--- src/rtl/dmem_run_pkg.sv ---
// Shared types and defaults for the data-memory run sequencer.
// Contents:
//   DefAw/DefDw/DefCw - default address, data and cycle-counter widths
//   run_state_e       - sequencer states (idle, start pulse, run, finish)
//   state_host_owns   - decode of which side owns data memory in a state
package dmem_run_pkg;

  localparam int unsigned DefAw = 8;
  localparam int unsigned DefDw = 8;
  localparam int unsigned DefCw = 16;

  typedef enum logic [1:0] {
    StIdle,
    StStart,
    StRun,
    StFin
  } run_state_e;

  // Host holds the memory whenever the core is not actively running.
  function automatic logic state_host_owns(run_state_e s);
    return (s == StIdle) || (s == StFin);
  endfunction

endpackage

--- src/rtl/dmem_owner_mux.sv ---
// Combinational steering of the data-memory port between host and core.
// Ports:
//   host_owns_i          - 1: host drives memory, 0: core drives memory
//   host_we/addr/wdata_i - host request; host_rdata_o is zero unless host owns
//   core_we/addr/wdata_i - core request; core_rdata_o is zero unless core owns
//   mem_we/addr/wdata_o  - to data memory; mem_rdata_i from data memory
module dmem_owner_mux #(
  parameter int unsigned AW = 8,
  parameter int unsigned DW = 8
) (
  input  logic          host_owns_i,
  input  logic          host_we_i,
  input  logic [AW-1:0] host_addr_i,
  input  logic [DW-1:0] host_wdata_i,
  output logic [DW-1:0] host_rdata_o,
  input  logic          core_we_i,
  input  logic [AW-1:0] core_addr_i,
  input  logic [DW-1:0] core_wdata_i,
  output logic [DW-1:0] core_rdata_o,
  output logic          mem_we_o,
  output logic [AW-1:0] mem_addr_o,
  output logic [DW-1:0] mem_wdata_o,
  input  logic [DW-1:0] mem_rdata_i
);

  always_comb begin
    if (host_owns_i) begin
      mem_we_o     = host_we_i;
      mem_addr_o   = host_addr_i;
      mem_wdata_o  = host_wdata_i;
      host_rdata_o = mem_rdata_i;
      core_rdata_o = '0;
    end else begin
      mem_we_o     = core_we_i;
      mem_addr_o   = core_addr_i;
      mem_wdata_o  = core_wdata_i;
      host_rdata_o = '0;
      core_rdata_o = mem_rdata_i;
    end
  end

endmodule

--- src/rtl/dmem_run_ctrl.sv ---
// Run sequencer and data-memory owner arbiter for a tiny core.
// The host loads operands, raises run_req_i; the block pulses core_start_o for
// START_CYCLES cycles, lets the core own memory until core_done_i, then hands
// memory back, pulses run_done_o and reports run_cycles_o / run_timeout_o.
// Build option: define DMEM_RUN_CTRL_WATCHDOG_EN to enable the TIMEOUT watchdog;
// otherwise RUN waits indefinitely and run_timeout_o stays 0.
// Ports:
//   clk_i, rst_ni            - clock, asynchronous active-low reset
//   run_req_i                - run request (level, sampled in idle only)
//   run_busy_o, run_done_o   - busy from start through run, completion pulse
//   run_timeout_o            - sticky watchdog flag, cleared on accepted request
//   run_cycles_o             - saturating count of run-state cycles of last run
//   host_we/addr/wdata_i, host_rdata_o, host_err_o - host memory port
//   core_start_o, core_done_i, core_we/addr/wdata_i, core_rdata_o - core side
//   mem_we/addr/wdata_o, mem_rdata_i - data memory
module dmem_run_ctrl
  import dmem_run_pkg::*;
#(
  parameter int unsigned AW           = DefAw,
  parameter int unsigned DW           = DefDw,
  parameter int unsigned START_CYCLES = 2,
  parameter int unsigned TIMEOUT      = 4096,
  parameter int unsigned CW           = DefCw
) (
  input  logic          clk_i,
  input  logic          rst_ni,
  input  logic          run_req_i,
  output logic          run_busy_o,
  output logic          run_done_o,
  output logic          run_timeout_o,
  output logic [CW-1:0] run_cycles_o,
  input  logic          host_we_i,
  input  logic [AW-1:0] host_addr_i,
  input  logic [DW-1:0] host_wdata_i,
  output logic [DW-1:0] host_rdata_o,
  output logic          host_err_o,
  output logic          core_start_o,
  input  logic          core_done_i,
  input  logic          core_we_i,
  input  logic [AW-1:0] core_addr_i,
  input  logic [DW-1:0] core_wdata_i,
  output logic [DW-1:0] core_rdata_o,
  output logic          mem_we_o,
  output logic [AW-1:0] mem_addr_o,
  output logic [DW-1:0] mem_wdata_o,
  input  logic [DW-1:0] mem_rdata_i
);

`ifdef DMEM_RUN_CTRL_WATCHDOG_EN
  localparam bit WdEn = 1'b1;
`else
  localparam bit WdEn = 1'b0;
`endif

  localparam int unsigned ScW = (START_CYCLES > 1) ? $clog2(START_CYCLES) : 1;
  localparam logic [ScW-1:0] ScLast = ScW'(START_CYCLES - 1);
  localparam logic [CW-1:0]  WdLast = CW'(TIMEOUT - 1);

  run_state_e     state_q, state_d;
  logic [ScW-1:0] start_cnt_q, start_cnt_d;
  logic [CW-1:0]  cycles_q, cycles_d;
  logic           timeout_q, timeout_d;
  logic           busy_q, busy_d;
  logic           err_q, err_d;
  logic           host_owns;
  logic           accept;
  logic           wd_hit;

  assign host_owns = state_host_owns(state_q);
  assign accept    = (state_q == StIdle) && run_req_i;
  // Watchdog fires on the TIMEOUT-th run cycle only if done is not also present.
  assign wd_hit    = WdEn && (state_q == StRun) && !core_done_i && (cycles_q == WdLast);

  // State register and datapath registers.
  always_ff @(posedge clk_i or negedge rst_ni) begin
    if (!rst_ni) begin
      state_q     <= StIdle;
      start_cnt_q <= '0;
      cycles_q    <= '0;
      timeout_q   <= 1'b0;
      busy_q      <= 1'b0;
      err_q       <= 1'b0;
    end else begin
      state_q     <= state_d;
      start_cnt_q <= start_cnt_d;
      cycles_q    <= cycles_d;
      timeout_q   <= timeout_d;
      busy_q      <= busy_d;
      err_q       <= err_d;
    end
  end

  // Next-state logic. core_done_i is only looked at in run, so a stale done
  // left over from the previous run cannot cut the start pulse short.
  always_comb begin
    state_d = state_q;
    unique case (state_q)
      StIdle:  if (run_req_i) state_d = StStart;
      StStart: if (start_cnt_q == ScLast) state_d = StRun;
      StRun:   if (core_done_i || wd_hit) state_d = StFin;
      StFin:   state_d = StIdle;
      default: state_d = StIdle;
    endcase
  end

  // Counters, sticky flags and registered status decodes.
  always_comb begin
    start_cnt_d = (state_q == StStart) ? start_cnt_q + 1'b1 : '0;
    cycles_d    = cycles_q;
    timeout_d   = timeout_q;
    if (accept) begin
      cycles_d  = '0;
      timeout_d = 1'b0;
    end
    if (state_q == StRun) begin
      if (cycles_q != '1) cycles_d = cycles_q + 1'b1;
      if (wd_hit) timeout_d = 1'b1;
    end
    busy_d = (state_d == StStart) || (state_d == StRun);
    err_d  = host_we_i && !host_owns;
  end

  // Outputs.
  always_comb begin
    core_start_o  = (state_q == StStart);
    run_done_o    = (state_q == StFin);
    run_busy_o    = busy_q;
    run_timeout_o = timeout_q;
    run_cycles_o  = cycles_q;
    host_err_o    = err_q;
  end

  dmem_owner_mux #(
    .AW (AW),
    .DW (DW)
  ) u_owner_mux (
    .host_owns_i  (host_owns),
    .host_we_i    (host_we_i),
    .host_addr_i  (host_addr_i),
    .host_wdata_i (host_wdata_i),
    .host_rdata_o (host_rdata_o),
    .core_we_i    (core_we_i),
    .core_addr_i  (core_addr_i),
    .core_wdata_i (core_wdata_i),
    .core_rdata_o (core_rdata_o),
    .mem_we_o     (mem_we_o),
    .mem_addr_o   (mem_addr_o),
    .mem_wdata_o  (mem_wdata_o),
    .mem_rdata_i  (mem_rdata_i)
  );

endmodule
--- config.mk ---
export PLATFORM = sky130hd
export DESIGN_NAME = dmem_run_ctrl
export DESIGN_NICKNAME = d
export VERILOG_FILES = /design/src/rtl/dmem_run_pkg.sv /design/src/rtl/dmem_owner_mux.sv /design/src/rtl/dmem_run_ctrl.sv
export SDC_FILE = /design/constraint.sdc
export NUM_CORES = 1
export LEC_CHECK = 0
export CELL_PAD_IN_SITES_DETAIL_PLACEMENT = 1
export CELL_PAD_IN_SITES_GLOBAL_PLACEMENT = 1
export CORE_AREA = 4 4 102 75
export CTS_BUF_LIST = sky130_fd_sc_hd__clkbuf_8
export CTS_CLUSTER_SIZE = 16
export DETAILED_ROUTE_END_ITERATION = 12
export DIE_AREA = 0 0 106 79
export GPL_ROUTABILITY_DRIVEN = 1
export PLACE_DENSITY_LB_ADDON = 0.1
export SYNTH_ARGS = -nofsm -noshare
export SYNTH_HDL_FRONTEND = slang
export SYNTH_SLANG_ARGS = --single-unit
--- constraint.sdc ---
create_clock -name clk_i -period 2.41 [get_ports clk_i]
set_input_delay 0.723 -clock clk_i [delete_from_list [all_inputs] [get_ports clk_i]]
set_output_delay 0.723 -clock clk_i [all_outputs]
set_load 0.01 [all_outputs]
### Word-level counts from Yosys, hierarchy flattened

Index checks and enable logic that the tools add are counted.

* word-level logic and storage cells: 32
* bits in writable memories: 0
* bits in latches: 0
* register bits: 21
* memories: 0
* bits in read-only memories: 0
* output and inout port bits: 54

* bitwise gates (word level): 0
* multipliers: 0
* reductions and logical operators: 6
* equal/unequal tests: 6
* $lt $le $gt $ge: 0
* div/mod/pow operators: 0
* $add $sub $neg: 2
* mux-type cells: 13
* shift-type cells: 0

Operator list (count)
* $mux W16: 3
* $mux W8: 4
* $add A16 B1 Y16 const B: 1
* $ne A16 B16 Y1 const B: 1
* $pmux W2 S4: 1
* $eq A2 B2 Y1 const B: 3
* $mux W2: 3
* $eq A2 B1 Y1 const B: 2
* $logic_and A1 B1 Y1: 2
* $logic_not A2 Y1: 1
* $logic_or A1 B1 Y1: 2
* $mux W1: 2
* $add A1 B1 Y1 const B: 1
* $logic_not A1 Y1: 1

### Longest topological paths before layout

Gate-level depths: netlist of the first run.

* depth after elaboration: 5
* mapped depth: 6
* mapped depth without buffers: 6

### Cells and area by module

A second synthesis of the first run with hierarchy kept.

* cells, all modules: 166
* area total of the unflattened synthesis: 1607.8 um^2

By module, submodules not included
* dmem_run_ctrl: cells each 129, area an instance 1216.2 um^2, sequential area each 525.5 um^2, instances 1
* dmem_owner_mux: cells each 37, area an instance 391.6 um^2, sequential area each 0.0 um^2, instances 1

### Worst setup path after synthesis of the first run

Ideal clock, no wire load.

* kind: register to output
* start: reg state_q[0]
* end: out mem_addr_o[1]
* path slack: -0.031 ns
* arrival time: 1.718 ns
* stages on the path, launching flop included: 6
* data required time: 1.687 ns
* cell sequence: dfrtp_1 > inv_1 > ha_1 > clkbuf_1 > buf_1 > mux2_2

* word-level cells in the longest chain between the ends: 3
* elaborated cells between the ends (all ways): 4

RTL lines
* start: declaration: RTL line dmem_run_ctrl.sv:59 `run_state_e state_q, state_d;`
* start signal: assignment: RTL line dmem_run_ctrl.sv:77 `state_q <= StIdle;`
* start signal: assignment: RTL line dmem_run_ctrl.sv:84 `state_q <= state_d;`
* $eq A2 B2 Y1 or $logic_not A2 Y1 (tied branches): RTL line dmem_run_pkg.sv:21 `return (s == StIdle) || (s == StFin);`
* $logic_or A1 B1 Y1 (*): RTL line dmem_run_pkg.sv:21
* $mux W8 (*): RTL line dmem_owner_mux.sv:27 `if (host_owns_i) begin`
* end: declaration: RTL line dmem_run_ctrl.sv:44 `output logic [AW-1:0] mem_addr_o,`

Every way passes the cells marked *; elsewhere a longest branch is shown, timed or not.

### Worst setup path after layout of the first run

* start: reg state_q[0]
* end: out mem_wdata_o[6]

* word-level cells in the longest chain between the ends: 3
* elaborated cells between the ends (all ways): 4

RTL lines
* $eq A2 B2 Y1 or $logic_not A2 Y1 (tied branches): RTL line dmem_run_pkg.sv:21
* $logic_or A1 B1 Y1 (*): RTL line dmem_run_pkg.sv:21
* $mux W8 (*): RTL line dmem_owner_mux.sv:27
* end: declaration: RTL line dmem_run_ctrl.sv:45 `output logic [DW-1:0] mem_wdata_o,`

Marks and branches as above.

==> impl_metrics.yaml, run 1 <==
synthesis:
  synth_area_leaders: "dfrtp_1 (33%), mux2_2 (12%), ha_1 (4.8%), a211o_1 (4.5%), and2_1 (3.6%)"
  synth_nets: 213
  netlist_area_um2: 1570
  synth_cell_types: 44
  synth-edff-count: 0
  synth_ff_type: "dfrtp_1"
  yosys_warnings: 0
  synth_largest_area_cell: "dfrtp_1"
  synth_seq_area_share_pct: 33.4
  synth.avg_cell_area_um2: 9.78
  synthCells: 161
  async_flop_share_pct: 100
  yosysTopAreaCellShare_pct: 33.4
  ys_ff_latch: 21
timing:
  post-route-min-period_ns: 2.41
  fmax_mhz: 414
  hold_viol_final: 0
  rsz0062_at_grt: "yes"
  skew_ns: 0.00129
  min_period_over_period_pct: 100
  fin_tns_setup_ns: -0.00674
  timing.final.ws_setup_ns: -0.00340
  maxSlewViolCount: 0
  setup_viol: 3
run:
  max-cap-violations: 0
die:
  die_area_um2: 8370
  io_pins: 100
  coreArea_um2: 6630
  die_x_um: 106
  die_h_um: 79
  fp-row-count: 25
  start_util_pct: 23.7
critical_path:
  cp.arrival_ns: 1.69
  crit_fanout: 8
  slowest_stage: "dfrtp_1"
  start_kind: "flop"
  cp_data_required_time_ns: 1.69
  path_class: "reg2out"
  crit_chain: "inv_2 -> ha_4 -> buf_12 -> buf_8 -> mux2_4 -> buf_6"
  endpoint_kind: "output port"
  r2r_cells: 5
  cpPeakStageDelay_ns: 0.37
clock_tree:
  htreeDepth: 1
  clkTransAtPathRegs_ns: 0.08
  root_buffer: "clkbuf_8"
  cts_sinks: 21
  postCtsHoldBufs: 0
  cts_tree: "built"
  clk_path_buf_depth: 2
  numCtsBuffers: 3
  clock_latency_ns: 0.26
detailed_routing:
  vias: 1718
  dr.pass1.iters: 4
  drt_iter0_drc: 30
  routedWlPerCell_um: 17.8
  postRouteWirelength_um: 6530
  ant_nets: 0
  via_per_inst: 4.69
  route.detailed.drc: 0
hold_path:
  hold_path.class: "reg2reg"
  hold_path_depth: 1
layout:
  layout_common_cells: "clkdlybuf4s50_1 (64), dfrtp_1 (21), buf_4 (14), mux2_2 (10), clkbuf_2 (10)"
  area_growth_pct: 78.2
  layout_commonest_cell: "clkdlybuf4s50_1"
  final_nets: 325
  drive_above_1_share_pct: 27.9
  final_cell_count_no_fill: 366
  num_antenna_cells: 0
  fillCellCount: 796
placed_design:
  placed_cells: 357
  dpl.hpwl_um: 5070
  gp_congestion: 0.771
  numPortBuffers: 98
global_routing:
  first_global_vias: 1849
  antenna_found_initial: 0
  overflow: 0
  grt_max_degree: 22
  grt_usage_pct: 15.0
  grt_pass1_wl_um: 9870
pwr:
  ir_drop_mv: 0.344
  p_leak_nw: 1.33
  powerDensity_nw_per_um2: 1010
run_status:
  violations: "negative setup slack"
  status: "finished with violations"
## per-stage QoR
| step | worst slack [ns] | util [%] | hold slack (ns) | cell area, um2 | total power [mW] |
|---|---|---|---|---|---|
| after floorplan | 0.0289 | - | 0.412 | 1580 | 1.38 |
| after global placement | -0.206 | 41.3 | 0.446 | 2740 | 2.45 |
| after detailed placement | -0.234 | 41.3 | 0.441 | 2740 | 2.44 |
| after CTS | -0.0282 | 41.7 | 0.463 | 2770 | 2.72 |
| after global routing | -0.0685 | 42.3 | 0.479 | 2810 | 3.02 |
| final | -0.00340 | 42.3 | 0.460 | 2810 | 2.82 |
## power breakdown
part / total, mW / switching, mW / internal, mW / leakage (nW)
combinational: 2.06 / 0.930 / 1.13 / 1.02
sequential: 0.514 / 0.0871 / 0.427 / 0.284
clock: 0.244 / 0.128 / 0.116 / 0.0255
## critical path, delay by kind of cell, from the launching register on
kind / cells / cell delay (ns)
adders and majority gates: 1 / 0.30
muxes: 1 / 0.31
DFF: 1 / 0.37
buffers and inverters: 4 / 0.44
## worst paths after layout
kind | endpoint | from | slack [ns]
max reg2reg | run_cycles_o[11] | run_cycles_o[0] | 0.34
min in group asynchronous | run_cycles_o[2] | rst_ni | 0.81
max in group asynchronous | run_cycles_o[15] | rst_ni | 1.38
min | start_cnt_q | start_cnt_q | 0.46
min reg2reg | start_cnt_q | start_cnt_q | 0.46
max | mem_wdata_o[6] | state_q[0] | -0.003
## timing repair
action                     CTS  global route
hold endpoints to repair     0             0
setup buffers                3             1
pin swaps                    0             1
setup endpoints to repair   33            28
gates cloned                 1             0
gates resized for setup     87            38
## synthesized netlist by cell type, types with 4 or more instances
master	count
o21ai_0	4
and3_1	9
mux2_2	17
a211o_1	8
nand3_1	8
nor3_1	9
nand4_1	4
clkbuf_1	6
ha_1	6
nor2b_1	9
a31oi_1	5
dfrtp_1	21
nand2_1	9
and2_1	9
## final cells by class
class	instances	area (um2)	share of cell area [%]
clock buffer	3	41.3	1.47
clock inverter	1	5.00	0.178
inverter	2	7.51	0.268
multi-input combinational	129	1040	37.0
sequential	21	526	18.7
tap	94	118	4.19
timing repair buffer	116	1070	38.1
## cells by family after synthesis
logic type | after synthesis | synth area share (%)
DFF | 21 | 33.4
xor gates and xnor gates | 2 | 1.11
adders and majority gates | 6 | 4.77
other | 1 | 0.238
and+or+nand+nor | 71 | 27.5
AOI/OAI and AO/OA | 31 | 17.1
buffers and inverters | 11 | 3.10
muxes | 18 | 12.8
## registers in the layout (all words and copies together) (netlist names)
signal,flops
start_cnt_q,1
state_q,2
host_err_o,1
run_cycles_o,16
run_busy_o,1
## per-layer routing
layer  share of wire (%)  GRT usage (%)  vias up
met5                   0              0        -
met1                  47           20.5      841
met3                 5.6           4.63        4
met4                0.52           1.16        0
met2                  47           24.2       44
li1                    -              -      829
(Power assumes the default switching activity.)
==> inputs of run 2 (changes only) <==
- CORE_AREA: 4 4 102 75 -> 2 2 100 73
- DIE_AREA: 0 0 106 79 -> 0 0 102 75
==> impl_metrics.yaml, run 2 (synthesized netlist as in run 1, its figures left out) <==
run_status:
  status: "finished, final reports clean"
global_routing:
  first_global_vias: 1709
  overflow: 0
  grt_max_degree: 22
  antenna_found_initial: 0
  grt_usage_pct: 15.7
  grt_pass1_wl_um: 9180
timing:
  min_period_over_period_pct: 97.6
  post-route-min-period_ns: 2.35
  setup_viol: 0
  skew_ns: 0.0124
  rsz0062_at_grt: "yes"
  fmax_mhz: 425
  hold_viol_final: 0
  maxSlewViolCount: 0
  hold_ws_ns: 0.452
layout:
  area_growth_pct: 74.7
  drive_above_1_share_pct: 27.9
  final_nets: 322
  largest_reg_flops: 16
  layout_commonest_cell: "clkdlybuf4s50_1"
  num_antenna_cells: 0
  final_cell_count_no_fill: 363
  layout_common_cells: "clkdlybuf4s50_1 (65), dfrtp_1 (21), mux2_2 (16), buf_4 (13), clkbuf_2 (12)"
  fillCellCount: 761
clock_tree:
  htreeDepth: 1
  cts_sinks: 21
  cts_tree: "built"
  clock_latency_ns: 0.27
  root_buffer: "clkbuf_8"
  clk_path_buf_depth: 2
  clkTransAtPathRegs_ns: 0.09
  numCtsBuffers: 3
detailed_routing:
  vias: 1662
  drt_iter0_drc: 23
  ant_nets: 0
  via_per_inst: 4.58
  dr.pass1.iters: 4
  routedWlPerCell_um: 16.8
  route.detailed.drc: 0
  postRouteWirelength_um: 6080
pwr:
  ir_drop_mv: 0.329
  powerDensity_nw_per_um2: 970
  p_leak_nw: 1.28
  total_power_mw: 2.67
critical_path:
  cp_data_required_time_ns: 1.69
  slowest_stage: "dfrtp_1"
  cp.arrival_ns: 1.63
  path_class: "reg2out"
  crit_chain: "inv_2 -> ha_4 -> buf_16 -> mux2_2 -> buf_2"
  endpoint_kind: "output port"
  crit_fanout: 12
  start_kind: "flop"
  cpPeakStageDelay_ns: 0.37
die:
  io_pins: 100
  start_util_pct: 23.7
  die_x_um: 102
  fp-row-count: 25
  coreArea_um2: 6630
  die_h_um: 75
  die_area_um2: 7650
placed_design:
  placed_cells: 357
  dpl.hpwl_um: 4840
  gp_congestion: 0.747
  numPortBuffers: 98
hold_path:
  hold_path.class: "reg2reg"
run:
  max-cap-violations: 0
run 2: final timing paths:
kind                            startpoint               to  slack [ns]  depth (start not counted)
max reg2reg                run_cycles_o[0]  run_cycles_o[5]        0.31                          5
min reg2reg                    start_cnt_q      start_cnt_q        0.45                          1
min                            start_cnt_q      start_cnt_q        0.45                          1
max                             state_q[0]    mem_addr_o[2]        0.06                          5
max in group asynchronous           rst_ni  run_cycles_o[0]        1.37                          2
min in group asynchronous           rst_ni  run_cycles_o[9]        0.80                          2
run 2: through the flow:
stage / instance area, um2 / worst slack, ns / TNS [ns] / util [%]
global placement: 2740 / -0.209 / -5.88 / 41.3
global route: 2750 / -0.0177 / -0.0910 / 41.5
floorplan: 1580 / 0.0289 / 0 / -
finish: 2750 / 0.0583 / 0 / 41.5
detailed placement: 2740 / -0.230 / -5.97 / 41.3
CTS: 2740 / -0.0753 / -0.460 / 41.4
run 2: cell type report:
cell class | instances | area (um2) | share of cell area (%)
timing repair buffer | 113 | 1040 | 37.8
multi-input combinational | 129 | 1020 | 36.9
sequential | 21 | 526 | 19.1
tap | 94 | 118 | 4.28
clock buffer | 3 | 41.3 | 1.50
inverter | 2 | 7.51 | 0.273
clock inverter | 1 | 3.75 | 0.136
run 2: critical path, delay by kind of cell (launching register included):
kind	cells	cell delay [ns]
adder cells (fa/ha/maj)	1	0.31
multiplexers	1	0.33
flip-flops	1	0.37
buffers and inverters	3	0.35
run 2: what timing repair did:
item,in CTS,in global routing
resized for setup,95,28
cloned,1,0
pin swaps,0,1
endpoints found under the hold margin,0,0
buffers inserted,1,0
hold buffers,0,0
endpoints found under the setup margin,33,23
run 2: power by group:
group          internal (mW)  total [mW]  switching (mW)
Clock                  0.114       0.241           0.127
Combinational           1.04        1.91           0.864
Sequential             0.427       0.519          0.0916
run 2: per-layer routing:
metal	up-vias	GRT usage [%]	share of wire [%]
li1	820	-	-
met1	798	23.0	47
met2	42	24.9	48
met3	2	3.44	3.9
met4	0	1.33	0.25
met5	-	0	0
==> inputs of run 3 (changes only) <==
- CORE_AREA: 2 2 100 73 -> 2 2 94 78
- DIE_AREA: 0 0 102 75 -> 0 0 96 80
- PLACE_DENSITY: not set -> 0.84
- PLACE_DENSITY_LB_ADDON: 0.1 -> not set
==> impl_metrics.yaml, run 3 (synthesized netlist as in run 1, its figures left out) <==
run_status:
  status: "finished with violations"
  violations: "negative setup slack"
critical_path:
  crit_fanout: 8
  r2r-end: "run_cycles_o[11]"
  path_class: "reg2out"
  cp.arrival_ns: 1.71
  endpoint: "mem_wdata_o[2]"
  reg2reg_slack_ns: 0.30
  endpoint_kind: "output port"
  r2r_cells: 5
  r2r-start: "run_cycles_o[0]"
  cp_data_required_time_ns: 1.69
  start_kind: "flop"
  critPathLaunch: "state_q[1]"
pwr:
  powerDensity_nw_per_um2: 1030
  ir_drop_mv: 0.510
  p_leak_nw: 1.37
  power_frac_comb_pct: 74.1
  internal-power_mw: 1.79
  power_frac_seq_pct: 17.6
  netSwitchingFraction_pct: 39.4
  switching_power_mw: 1.16
  clockPowerShare_pct: 8.2
layout:
  layout_common_cells: "clkdlybuf4s50_1 (65), dfrtp_1 (21), buf_6 (17), mux2_4 (16), buf_4 (11)"
  area_growth_pct: 82.4
  num_antenna_cells: 0
  fillCellCount: 747
  largest_reg_flops: 16
  final_nets: 322
  postLayoutCellArea_um2: 2870
  drive_above_1_share_pct: 26.0
  layout_commonest_cell: "clkdlybuf4s50_1"
detailed_routing:
  wl_met3_um: 285
  dr.pass1.iters: 3
  wl_met2_um: 3150
  topRoutingLayerUsed: "met4"
  ant_nets: 0
  routedWlPerCell_um: 16.9
  via_per_inst: 4.87
  vias: 1734
  route.detailed.drc: 0
  postRouteWirelength_um: 6020
  met1Wirelength_um: 2510
  drt_iter0_drc: 60
timing:
  relSlewSlack_pct: 58.9
  setup_viol: 15
  fmax_mhz: 410
  post-route-min-period_ns: 2.44
  timing.final.ws_setup_ns: -0.0269
  hold_viol_final: 0
  skew_ns: 0.00229
  tightest_slew_ns: 0.616
  rsz0062_at_grt: "yes"
  min_period_over_period_pct: 101
  fin_tns_setup_ns: -0.160
  maxSlewViolCount: 0
  hold_ws_ns: 0.456
die:
  start_util_pct: 23.4
  coreArea_um2: 6720
  io_pins: 100
  die_h_um: 80
  die_area_um2: 7680
  fp-row-count: 27
  die_x_um: 96
placed_design:
  dpl.hpwl_um: 4390
  gp_congestion: 0.692
  dp_slack_ns: -0.228
  numPortBuffers: 98
  place_area_um2: 2720
run:
  max-cap-violations: 0
global_routing:
  antenna_found_initial: 0
  overflow: 0
  grt_pass1_wl_um: 9230
  grt_max_degree: 22
  grt_usage_pct: 15.5
  first_global_vias: 1845
hold_path:
  min-delay-start: "start_cnt_q"
  hold_path.class: "reg2reg"
clock_tree:
  root_buffer: "clkbuf_8"
  clock_latency_ns: 0.27
  cts_sinks: 21
  cts_tree: "built"
  htreeDepth: 1
  clk_path_buf_depth: 2
  numCtsBuffers: 3
  clkTransAtPathRegs_ns: 0.08
-- run 3: how the worst min path moves through the flow --
stage | slack [ns] | to | cells past startpoint
floorplan | 0.41 | start_cnt_q | 1
global placement | 0.44 | start_cnt_q | 1
detailed placement | 0.43 | start_cnt_q | 1
CTS | 0.45 | start_cnt_q | 1
global route | 0.48 | start_cnt_q | 1
finish | 0.46 | start_cnt_q | 1
-- run 3: power groups by stage --
| stage | clock network [mW] | logic [mW] | registers [mW] |
|---|---|---|---|
| global placement | 0 | 1.84 | 0.515 |
| global route | 0.264 | 2.35 | 0.533 |
| floorplan | 0 | 0.844 | 0.534 |
| detailed placement | 0 | 1.88 | 0.518 |
| CTS | 0.248 | 2.09 | 0.517 |
| finish | 0.243 | 2.18 | 0.520 |
-- run 3: cell type report --
type                       count  area, um2  share of cell area [%]
clock buffer                   3       41.3                    1.44
clock inverter                 1       3.75                   0.131
inverter                       2       7.51                   0.262
multi-input combinational    129       1070                    37.4
sequential                    21        526                    18.3
tap                           87        109                    3.79
timing repair buffer         113       1110                    38.7
-- run 3: layer usage --
metal | GRT usage, % | vias to the layer above
met5 | 0 | -
li1 | - | 821
met4 | 4.71 | 0
met1 | 18.4 | 858
met3 | 4.44 | 8
met2 | 26.7 | 47
-- run 3: repair_timing --
item / in CTS / in global routing
setup endpoints to repair: 33 / 22
gates cloned: 2 / 0
pin swaps: 0 / 1
hold buffers: 0 / 0
buffers inserted: 1 / 2
gates resized for setup: 102 / 37
-- run 3: critical path: stages (launching register included) --
cell	delay, ns
dfrtp_1	0.39
inv_2	0.07
ha_4	0.28
buf_6	0.12
buf_12	0.14
mux2_4	0.32
buf_6	0.13
-- run 3: through the flow --
step           utilization [%]  cells  power (mW)
2_1_floorplan                -    161        1.38
3_3_place_gp              40.4    348        2.36
3_5_place_dp              40.4    348        2.40
4_1_cts                   41.9    355        2.85
5_1_grt                   42.7    356        3.14
6_report                  42.7    356        2.95
